[config.mk]
export PLATFORM = sky130hd
export DESIGN_NAME = lut_mux_seq
export DESIGN_NICKNAME = d
export VERILOG_FILES = /design/src/rtl/lut_mux_seq.sv
export SDC_FILE = /design/constraint.sdc
export NUM_CORES = 1
export LEC_CHECK = 0
export BUFFER_PORTS_ARGS = -buffer_cell sky130_fd_sc_hd__buf_2
export CORE_ASPECT_RATIO = 0.75
export CORE_MARGIN = 5
export CORE_UTILIZATION = 40
export CTS_BUF_LIST = sky130_fd_sc_hd__clkbuf_8
export DETAILED_ROUTE_END_ITERATION = 10
export MAX_ROUTING_LAYER = met4
export PLACE_DENSITY_LB_ADDON = 0.3
export SLEW_MARGIN = 0
export SYNTH_ARGS = -nofsm -noshare
export SYNTH_HDL_FRONTEND = slang
export SYNTH_SLANG_ARGS = --single-unit
[constraint.sdc]
create_clock -name clk -period 1.45 [get_ports clk]
set_input_delay 0.29 -clock clk [delete_from_list [all_inputs] [get_ports clk]]
set_output_delay 0.29 -clock clk [all_outputs]
set_load 0.02 [all_outputs]
[src/rtl/lut_mux_seq.sv]
// Serially loaded 2**SEL_W-entry LUT mux: each entry decodes to 0, 1, d or ~d.
// Latency: 1 cycle from an accepted evaluation to out_valid/y.
// Backpressure: in_ready drops while a result is held and out_ready is low, or whenever not in RUN.
module lut_mux_seq #(
    parameter int   SEL_W   = 3,
    parameter logic DIS_VAL = 1'b1
) (
    input  logic             clk,
    input  logic             rst_n,
    input  logic             cfg_start,
    input  logic             cfg_valid,
    input  logic             cfg_bit,
    output logic             cfg_done,
    input  logic             in_valid,
    output logic             in_ready,
    input  logic [SEL_W-1:0] sel,
    input  logic             d,
    input  logic             sn,
    output logic             out_valid,
    input  logic             out_ready,
    output logic             y
);

    // Two bits per entry, so the table and its bit counter are one bit wider than sel.
    localparam int                TBL_BITS = 2 ** (SEL_W + 1);
    localparam int                CNT_W    = SEL_W + 1;
    localparam logic [CNT_W-1:0]  LAST_IDX = CNT_W'(TBL_BITS - 1);

    typedef enum logic [1:0] {
        UNCFG = 2'd0,
        LOAD  = 2'd1,
        RUN   = 2'd2
    } state_t;

    state_t              state;
    state_t              state_nxt;
    logic [TBL_BITS-1:0] tbl;
    logic [CNT_W-1:0]    cnt;
    logic                bit_acc;
    logic                last_acc;
    logic                xfer;
    logic [1:0]          code;
    logic                result;

    // A config bit is only taken in LOAD, and never in a cfg_start cycle (that cycle restarts the count).
    always_comb begin
        bit_acc  = (state == LOAD) && cfg_valid && !cfg_start;
        last_acc = bit_acc && (cnt == LAST_IDX);
    end

    // Next-state logic: cfg_start always (re)enters LOAD; the final bit moves LOAD to RUN.
    always_comb begin
        state_nxt = state;
        case (state)
            UNCFG: if (cfg_start) state_nxt = LOAD;
            LOAD: begin
                if (cfg_start)     state_nxt = LOAD;
                else if (last_acc) state_nxt = RUN;
            end
            RUN:   if (cfg_start) state_nxt = LOAD;
            default:              state_nxt = UNCFG;
        endcase
    end

    // State register.
    always_ff @(posedge clk or negedge rst_n) begin
        if (!rst_n) state <= UNCFG;
        else        state <= state_nxt;
    end

    // Bit counter: restarts on cfg_start, wraps to 0 after the final bit.
    always_ff @(posedge clk or negedge rst_n) begin
        if (!rst_n) begin
            cnt <= '0;
        end else if (cfg_start) begin
            cnt <= '0;
        end else if (bit_acc) begin
            cnt <= last_acc ? '0 : cnt + 1'b1;
        end
    end

    // Table storage: the k-th accepted bit lands at index k, overwriting any earlier load.
    always_ff @(posedge clk or negedge rst_n) begin
        if (!rst_n)       tbl      <= '0;
        else if (bit_acc) tbl[cnt] <= cfg_bit;
    end

    // Completion pulse, lands in the first RUN cycle.
    always_ff @(posedge clk or negedge rst_n) begin
        if (!rst_n) cfg_done <= 1'b0;
        else        cfg_done <= last_acc;
    end

    // Ready only in RUN, and only if the output slot is empty or draining this cycle.
    assign in_ready = (state == RUN) && (!out_valid || out_ready);
    assign xfer     = in_valid && in_ready;

    // Entry decode: 00 -> 0, 01 -> 1, 10 -> d, 11 -> ~d; a high strobe forces DIS_VAL.
    always_comb begin
        code   = {tbl[{sel, 1'b1}], tbl[{sel, 1'b0}]};
        result = 1'b0;
        case (code)
            2'b00:   result = 1'b0;
            2'b01:   result = 1'b1;
            2'b10:   result = d;
            2'b11:   result = ~d;
            default: result = 1'b0;
        endcase
        if (sn) result = DIS_VAL;
    end

    // Output register: capture on transfer, hold while stalled, clear when drained with nothing new.
    always_ff @(posedge clk or negedge rst_n) begin
        if (!rst_n) begin
            y         <= 1'b0;
            out_valid <= 1'b0;
        end else if (xfer) begin
            y         <= result;
            out_valid <= 1'b1;
        end else if (out_ready) begin
            out_valid <= 1'b0;
        end
    end

endmodule

* After elaboration in Yosys (flattened, before gate mapping) *
Index checks and enable logic that the tools add are counted.

word-level totals
  flip-flop bits (word level) = 25
  bits of input ports = 12
  logic and storage cells = 53

operators by class
  $add $sub $neg = 1
  order comparisons = 4
  equality and inequality tests = 8
  multiplexer cells = 18
  bitwise logic cells = 1
  reductions and logical operators = 15

operators with widths
  operator                                                                  number
  16-bit bitwise mux                                                        1
  4-bit by 5-bit < comparator with 1-bit output (second input constant)     3
  4-bit two-way mux                                                         3
  1-bit binary-select mux with 3-bit select                                 2
  2-bit == test (second input constant)                                     3
  1-bit logical AND                                                         6
  1-bit two-way mux                                                         6
  2-bit two-way mux                                                         3
  4-bit by 1-bit adder with 4-bit output (second input constant)            1
  1-bit demux with 4-bit select                                             1
  2-bit by 1-bit == test with 1-bit output (second input constant)          2
  4-bit == test (second input constant)                                     1
  4-bit by 1-bit >= comparator with 1-bit output (second input constant)    1
  2-bit zero test                                                           2
  1-bit one-hot mux with 4 select lines                                     1
  2-bit one-hot mux with 2 select lines                                     1
  2-bit nonzero test                                                        2
  3-bit inequality test (second input constant)                             1
  1-bit zero test                                                           2
  2-bit by 1-bit inequality test with 1-bit output (second input constant)  1
  2-bit AND reduction                                                       1
  2-bit OR reduction                                                        1
  1-bit logical OR                                                          1
  1-bit NOT                                                                 1

* Depth between registers and ports, before layout *
Gate-level depths: netlist (run 1).

  depth after elaboration = 7
  gate-level depth with buffers = 6

* Worst setup path after synthesis (run 1) *
No wires, ideal clock.

  path type = register to register
  start point = register state[1]
  end point = register tbl[15]
  library setup time = 0.125 ns
  data arrival time = 1.450 ns
  setup slack = -0.125 ns
  stages on the path, launching flop included = 7
  buffers on the path = 1
  clock period less this slack = 1.575 ns
  cells stage by stage = dfrtp_1 and3b_1 buf_6 nor2b_4 and2_4 and3_4 mux2_4

on the way
  word-level cells in the longest chain between the ends = 3

RTL lines
  item                                      RTL line  RTL
  from (decl)                               35        state_t state;
  from (signal assigned)                    68        else state <= state_nxt;
  2-bit by 1-bit == test with 1-bit output  47        bit_acc = (state == LOAD) && cfg_valid && !cfg_start;
  1-bit logical AND (2 in series)           47
  to (signal, indexed assignment)           85        else if (bit_acc) tbl[cnt] <= cfg_bit;
  to (decl)                                 37        logic [TBL_BITS-1:0] tbl;

Every way passes these cells.
A chain may end at the register's enable or synchronous reset.

* Worst setup path in the final report (run 1) *
Same ends and word-level chain as after synthesis.

==> impl_metrics.csv, run 1 <==
group,metric,value,unit
timing,drv_slew,0,
synth,ys_warn_count,0,
worst_hold_path,hold_class,"in -> async",
worst_setup_path,slowest_delay,390,ps
routing,vias_per_cell,5.078,
synth,ys_async_sr_fraction,100.0,%
worst_setup_path,worst_ep_required_time,1610,ps
clocking,clock-sinks,25,
finish,syn_to_final_growth,18.64,%
clocking,htreeDepth,1,
floorplan,num_io_pins,16,
floorplan,initial_utilization,40.64,%
timing,min_period_over_period,104.7,%
power_and_ir_drop,combPwrFrac,13.6,%
synth,netlist_instances,113,
synth,syn_area,1309,um2
power_and_ir_drop,p_sw,0.3392,mW
routing,num_vias,909,
clocking,root_buffer,"clkbuf_8",
worst_setup_path,path_cells,"and3b_1 -> nor2b_4 -> and2_4 -> and3_4 -> mux2_4",
finish,nFillCells,306,
status,status,"complete, but fails checks",
power_and_ir_drop,leakagePower,0.7379,nW
synth,synth_area_leader_cell,"dfrtp_1",
power_and_ir_drop,power.total,1.376,mW
place,dpl.hpwl,1.937,mm
worst_setup_path,reg2reg_depth,5,
clocking,clkTransAtPathRegs,90,ps
grt,overflow,0,
timing,setup_viol,10,
timing,fin_crit,1517,ps
worst_setup_path,slowest_stage,"dfrtp_1",
power_and_ir_drop,power_density,885.9,nW/um2
routing,drc,0,
worst_setup_path,startpoint_type,"flop",
power_and_ir_drop,switching_share,24.66,%
grt,grt_max_degree,26,
floorplan,coreArea,3221,um2
synth,yosysSeqAreaShare,47.80,%
timing,fin_tns_setup,-215.7,ps
synth,ys.flop_type,"dfrtp_1",
timing,setup_ws,-67.48,ps
clocking,clock_path_buffers,2,
timing,max-slew-margin-rel,62.76,%
worst_setup_path,cp_max_fo,4,
synth,syn_area_per_cell,11.58,um2
synth,synth_top_area_share,47.80,%
grt,grt_util_all_layers,13.14,%
place,io_buffers,15,
grt,grt_pass1_vias,945,
power_and_ir_drop,vdd.ir_drop.worst,366.0,uV
worst_setup_path,startpoint,"state[1]",
floorplan,rows,18,
clocking,clk_latency,270,ps
routing,drtPass1Iterations,4,
timing,holdWs,-3.217,ps
finish,stdcell_count,179,
finish,fin_nets,156,
floorplan,die_w,76.05,um
place,place_inst,172,
finish,num_antenna_cells,0,
synth,ys_seq_elements,25,
worst_setup_path,rrSetupSlack,-70,ps
finish,fin_area,1553,um2
routing,antenna_left,0,
floorplan,die_area,4528,um2
routing,drt-initial-drc-count,58,
routing,wl_per_cell,14.33,um
worst_setup_path,rr_startpoint,"state[1]",
synth,synth_fp_nets,129,
timing,fin_skew,5.866,ps
timing,rsz0062_at_grt,"yes",
clocking,cts_tree,"yes",
place,pre_cts_ws,-124.1,ps
worst_setup_path,worst_setup_path_end_kind,"flop",
status,violations,"hold timing, setup timing",
place,gp_congestion,0.8306,
worst_setup_path,worstSetupPathType,"reg -> reg",
power_and_ir_drop,power_frac_clock,30.1,%
clocking,cts_buffers,3,
timing,hold_viol,1,
synth,synth_area_leaders,"dfrtp_1 (48%), mux2_2 (15%), mux4_2 (5.2%)",
synth,synth_cell_types,30,
grt,grt_pass1_wl,4.533,mm
timing,fmax,659.0,MHz
worst_setup_path,critical_path.endpoint,"tbl[15]",
grt,grt_antenna_before_repair,0,
synth,synth_edf_count,0,
power_and_ir_drop,seqPwrFrac,56.2,%
routing,routed_wl,2.565,mm
finish,post_route_cells_drive_above_1_share,43.88,%
timing,tightest_slew,558.6,ps
job,max_cap_viol_count,0,
worst_setup_path,cp.arrival,1680,ps
place,dpl_cell_area,1468,um2
worst_setup_path,r2r_end,"tbl[15]",
power_and_ir_drop,p_int,1.036,mW
floorplan,die-height,59.54,um
==> synth_stat cells, types with 2 or more instances <==
master,count
a21oi_1,6
and2_2,3
dfrtp_1,25
ha_1,4
inv_1,5
mux2_2,17
mux2i_1,2
mux4_2,3
nand2_1,15
nand3_1,3
nor2_1,7
nor2b_1,2
o21ai_0,2
xnor2_1,3
==> registers in the layout, summed over array words and instances, names as in the netlist <==
register   count
state          2
cnt            4
y              1
out_valid      1
tbl           16
cfg_done       1
==> per-layer routing <==
metal	vias up	GRT usage (%)	share of wire (%)
met3	5	2.584	5.3
met5	-	-	0
met4	0	5.985	2.1
met2	23	20.98	46
met1	440	16.37	46
li1	441	-	-
==> per-stage QoR <==
step	hold slack (ps)	util (%)
after global placement	304.0	45.57
after detailed placement	321.4	45.57
after CTS	19.87	47.94
final	-3.217	48.21
after floorplan	-5.591	-
after global routing	35.39	48.21
==> power groups by stage <==
stage / clock network, mW / registers [mW] / logic, mW
3_5_place_dp: 0 / 0.786 / 0.191
5_1_grt: 0.462 / 0.781 / 0.210
6_report: 0.415 / 0.773 / 0.188
3_3_place_gp: 0 / 0.783 / 0.183
2_1_floorplan: 0 / 0.777 / 0.118
4_1_cts: 0.436 / 0.772 / 0.192
==> logic make-up (layout without fill, tap and decap cells) <==
family	count (synthesis)	after routing	share of synthesized area, %
AND/OR/NAND/NOR	38	38	15.49
XOR/XNOR	4	4	2.677
multiplexers	23	23	22.47
adder cells (fa/ha/maj)	4	4	3.824
flip-flops	25	25	47.80
AO/OA/AOI/OAI	11	11	4.876
buffers and inverters	8	34	2.868
==> cell type report <==
cell class	instances	area [um2]	area share, %
multi-input cells	80	654.4	42.14
flip-flops and latches	25	626.9	40.37
clock buffers	3	41.29	2.659
clock inverters	1	5.005	0.3223
repair buffers	25	156.4	10.07
well taps	40	50.05	3.223
inverters	5	18.77	1.209
==> how the worst min path moves through the flow <==
stage / from / to / depth (start not counted)
after floorplan: rst_n / cfg_done / 0
after global placement: rst_n / tbl[1] / 1
after detailed placement: rst_n / tbl[9] / 1
after CTS: rst_n / tbl[9] / 1
after global routing: rst_n / tbl[9] / 1
final: rst_n / tbl[9] / 1
==> placed cells by master, fill, tap and decap left out, types with 2 or more instances in the layout <==
cell | Yosys | routed
and2_2 | 3 | 3
xnor2_1 | 3 | 3
ha_1 | 4 | 3
nor2_1 | 7 | 7
nand2_1 | 15 | 14
clkbuf_8 | 0 | 3
inv_1 | 5 | 5
buf_4 | 0 | 10
a21oi_1 | 6 | 5
mux4_2 | 3 | 3
nor2b_1 | 2 | 2
o21ai_0 | 2 | 2
nand3_1 | 3 | 3
mux2i_1 | 2 | 2
buf_2 | 0 | 14
mux2_2 | 17 | 17
dfrtp_1 | 25 | 24
==> worst max-delay path, delay by kind of cell, from the launching register on <==
family	cells	cell delay [ps]
multiplexers	1	290
AND/OR/NAND/NOR	4	730
flip-flops	1	390
==> what timing repair did <==
item                                    CTS  global route
setup buffers                             2             1
endpoints found under the setup margin   13            20
hold buffers                              0             0
pin swaps                                 4             1
endpoints found under the hold margin     0             0
gates resized for setup                   5             1
No activity file was read; power rests on OpenSTA's default activity.
==> run 2: changes to the inputs <==
- MAX_ROUTING_LAYER: met4 -> default
==> run 2 against run 1 <==
  * Setup slack hardly changed
  * Core utilization stayed put
  * Largest power group unchanged
  * Critical path type unchanged
  * Routed wire length stayed put
  * The run still ends with hold timing, setup timing left
  * Cell area stayed put
==> impl_metrics.csv, run 2 (same netlist as run 1, synthesis figures left out) <==
group,metric,value,unit
finish,mostFrequentLayoutCells,"dfrtp_1 (24), mux2_2 (17), nand2_1 (14), buf_2 (14), buf_4 (10)",
power_and_ir_drop,power_density,885.9,nW/um2
place,place_inst,172,
worst_setup_path,worstSetupPathType,"reg -> reg",
status,status,"complete, but fails checks",
timing,min_period_over_period,104.7,%
status,violations,"hold timing, setup timing",
finish,syn_to_final_growth,18.64,%
clocking,clock_path_buffers,2,
worst_setup_path,startpoint_type,"flop",
routing,drtPass1Iterations,4,
worst_setup_path,worst_ep_required_time,1610,ps
power_and_ir_drop,p_int,1.036,mW
power_and_ir_drop,vdd.ir_drop.worst,366.0,uV
worst_setup_path,slowest_delay,390,ps
worst_setup_path,rrSetupSlack,-70,ps
finish,layout_commonest_cell,"dfrtp_1",
timing,setup_viol,10,
routing,routed_wl,2.565,mm
routing,wl_per_cell,14.33,um
worst_setup_path,cp_max_fo,4,
place,dpl.hpwl,1.937,mm
finish,fin_nets,156,
floorplan,die-height,59.54,um
finish,regArea,626.9,um2
finish,multi_input_area,654.4,um2
routing,vias_per_cell,5.078,
timing,max-slew-margin-rel,62.76,%
finish,top_register,"tbl",
power_and_ir_drop,p_sw,0.3392,mW
worst_hold_path,hold_class,"in -> async",
worst_setup_path,worst_setup_path_end_kind,"flop",
grt,grt_max_degree,26,
power_and_ir_drop,power_frac_clock,30.1,%
power_and_ir_drop,switching_share,24.66,%
routing,antenna_left,0,
clocking,hold_buffers,0,
clocking,clkTransAtPathRegs,90,ps
finish,nFillCells,306,
grt,grt_util_all_layers,12.75,%
clocking,clk_latency,270,ps
timing,rsz0062_at_grt,"yes",
job,max_cap_viol_count,0,
routing,drt-initial-drc-count,58,
worst_setup_path,slowest_stage,"dfrtp_1",
worst_setup_path,cp.arrival,1680,ps
grt,grt_antenna_before_repair,0,
timing,fin_skew,5.867,ps
finish,post_route_cells_drive_above_1_share,43.88,%
floorplan,initial_utilization,40.64,%
grt,grt_pass1_wl,4.526,mm
power_and_ir_drop,seqPwrFrac,56.2,%
timing,tightest_slew,558.7,ps
clocking,clock-sinks,25,
clocking,htreeDepth,1,
worst_setup_path,path_cells,"and3b_1 -> nor2b_4 -> and2_4 -> and3_4 -> mux2_4",
timing,fmax,659.0,MHz
place,gp_congestion,0.8184,
floorplan,rows,18,
power_and_ir_drop,leakagePower,0.7379,nW
timing,drv_slew,0,
finish,top_regs,"tbl x16, cnt x4, state x2",
clocking,cts_tree,"yes",
timing,setup_ws,-67.48,ps
timing,holdWs,-3.205,ps
timing,fin_tns_setup,-215.7,ps
grt,overflow,0,
routing,num_vias,909,
floorplan,num_io_pins,16,
place,io_buffers,15,
clocking,root_buffer,"clkbuf_8",
clocking,cts_buffers,3,
grt,grt_pass1_vias,946,
finish,largest_reg_flops,16,
floorplan,die_w,76.05,um
finish,num_antenna_cells,0,
timing,fin_crit,1517,ps
power_and_ir_drop,combPwrFrac,13.6,%
finish,stdcell_count,179,
timing,hold_viol,1,
floorplan,coreArea,3221,um2
routing,drc,0,
floorplan,die_area,4528,um2
==> run 2: cell counts in the layout (fill, tap and decap cells not counted) <==
Identical to the previous run, type by type.
==> run 2: power groups by stage <==
| stage | registers (mW) | clock network [mW] | logic [mW] |
|---|---|---|---|
| 2_1_floorplan | 0.777 | 0 | 0.118 |
| 3_3_place_gp | 0.783 | 0 | 0.183 |
| 3_5_place_dp | 0.786 | 0 | 0.191 |
| 4_1_cts | 0.772 | 0.436 | 0.192 |
| 5_1_grt | 0.781 | 0.462 | 0.210 |
| 6_report | 0.773 | 0.415 | 0.188 |
==> run 2: metal layers <==
metal / track usage, % / vias to the layer above / routed length, um
met5: 0 / - / 0
met4: 5.985 / 0 / 53
met3: 2.584 / 5 / 136
met2: 20.98 / 23 / 1186
met1: 16.37 / 440 / 1188
li1: - / 441 / -
==> run 2: path summary, 6_finish.rpt <==
kind | start | to | cells after the start
hold reg to reg | tbl[4] | tbl[4] | 1
max in group asynchronous | rst_n | cnt[0] | 1
min in group clk | out_ready | out_valid | 2
setup reg to reg | state[1] | tbl[15] | 5
setup / recovery | state[1] | tbl[15] | 5
hold / removal | rst_n | tbl[9] | 1
==> run 2: timing repair <==
| action | 4_1_cts | 5_1_grt |
|---|---|---|
| buffers inserted | 2 | 1 |
| resized for setup | 5 | 1 |
| endpoints found under the setup margin | 13 | 20 |
| pin swaps | 4 | 1 |
==> run 2: stage by stage <==
| stage | util, % | setup slack (ps) | total power, mW | cell area [um2] |
|---|---|---|---|---|
| after CTS | 47.94 | -67.06 | 1.400 | 1544 |
| after global routing | 48.21 | -122.9 | 1.453 | 1553 |
| after floorplan | - | -121.5 | 0.8954 | 1309 |
| final | 48.21 | -67.48 | 1.376 | 1553 |
| after detailed placement | 45.57 | -124.1 | 0.9767 | 1468 |
| after global placement | 45.57 | -35.66 | 0.9657 | 1468 |
==> run 2: cell type report <==
type | instances | area share (%)
clock buffer | 3 | 2.659
multi-input combinational | 80 | 42.14
clock inverter | 1 | 0.3223
inverter | 5 | 1.209
timing repair buffer | 25 | 10.07
sequential | 25 | 40.37
tap | 40 | 3.223
==> run 2: critical path: cells and delay by family (launching register included) <==
kind             cells  cell delay, ps
AND/OR/NAND/NOR      4             730
multiplexers         1             290
flip-flops           1             390
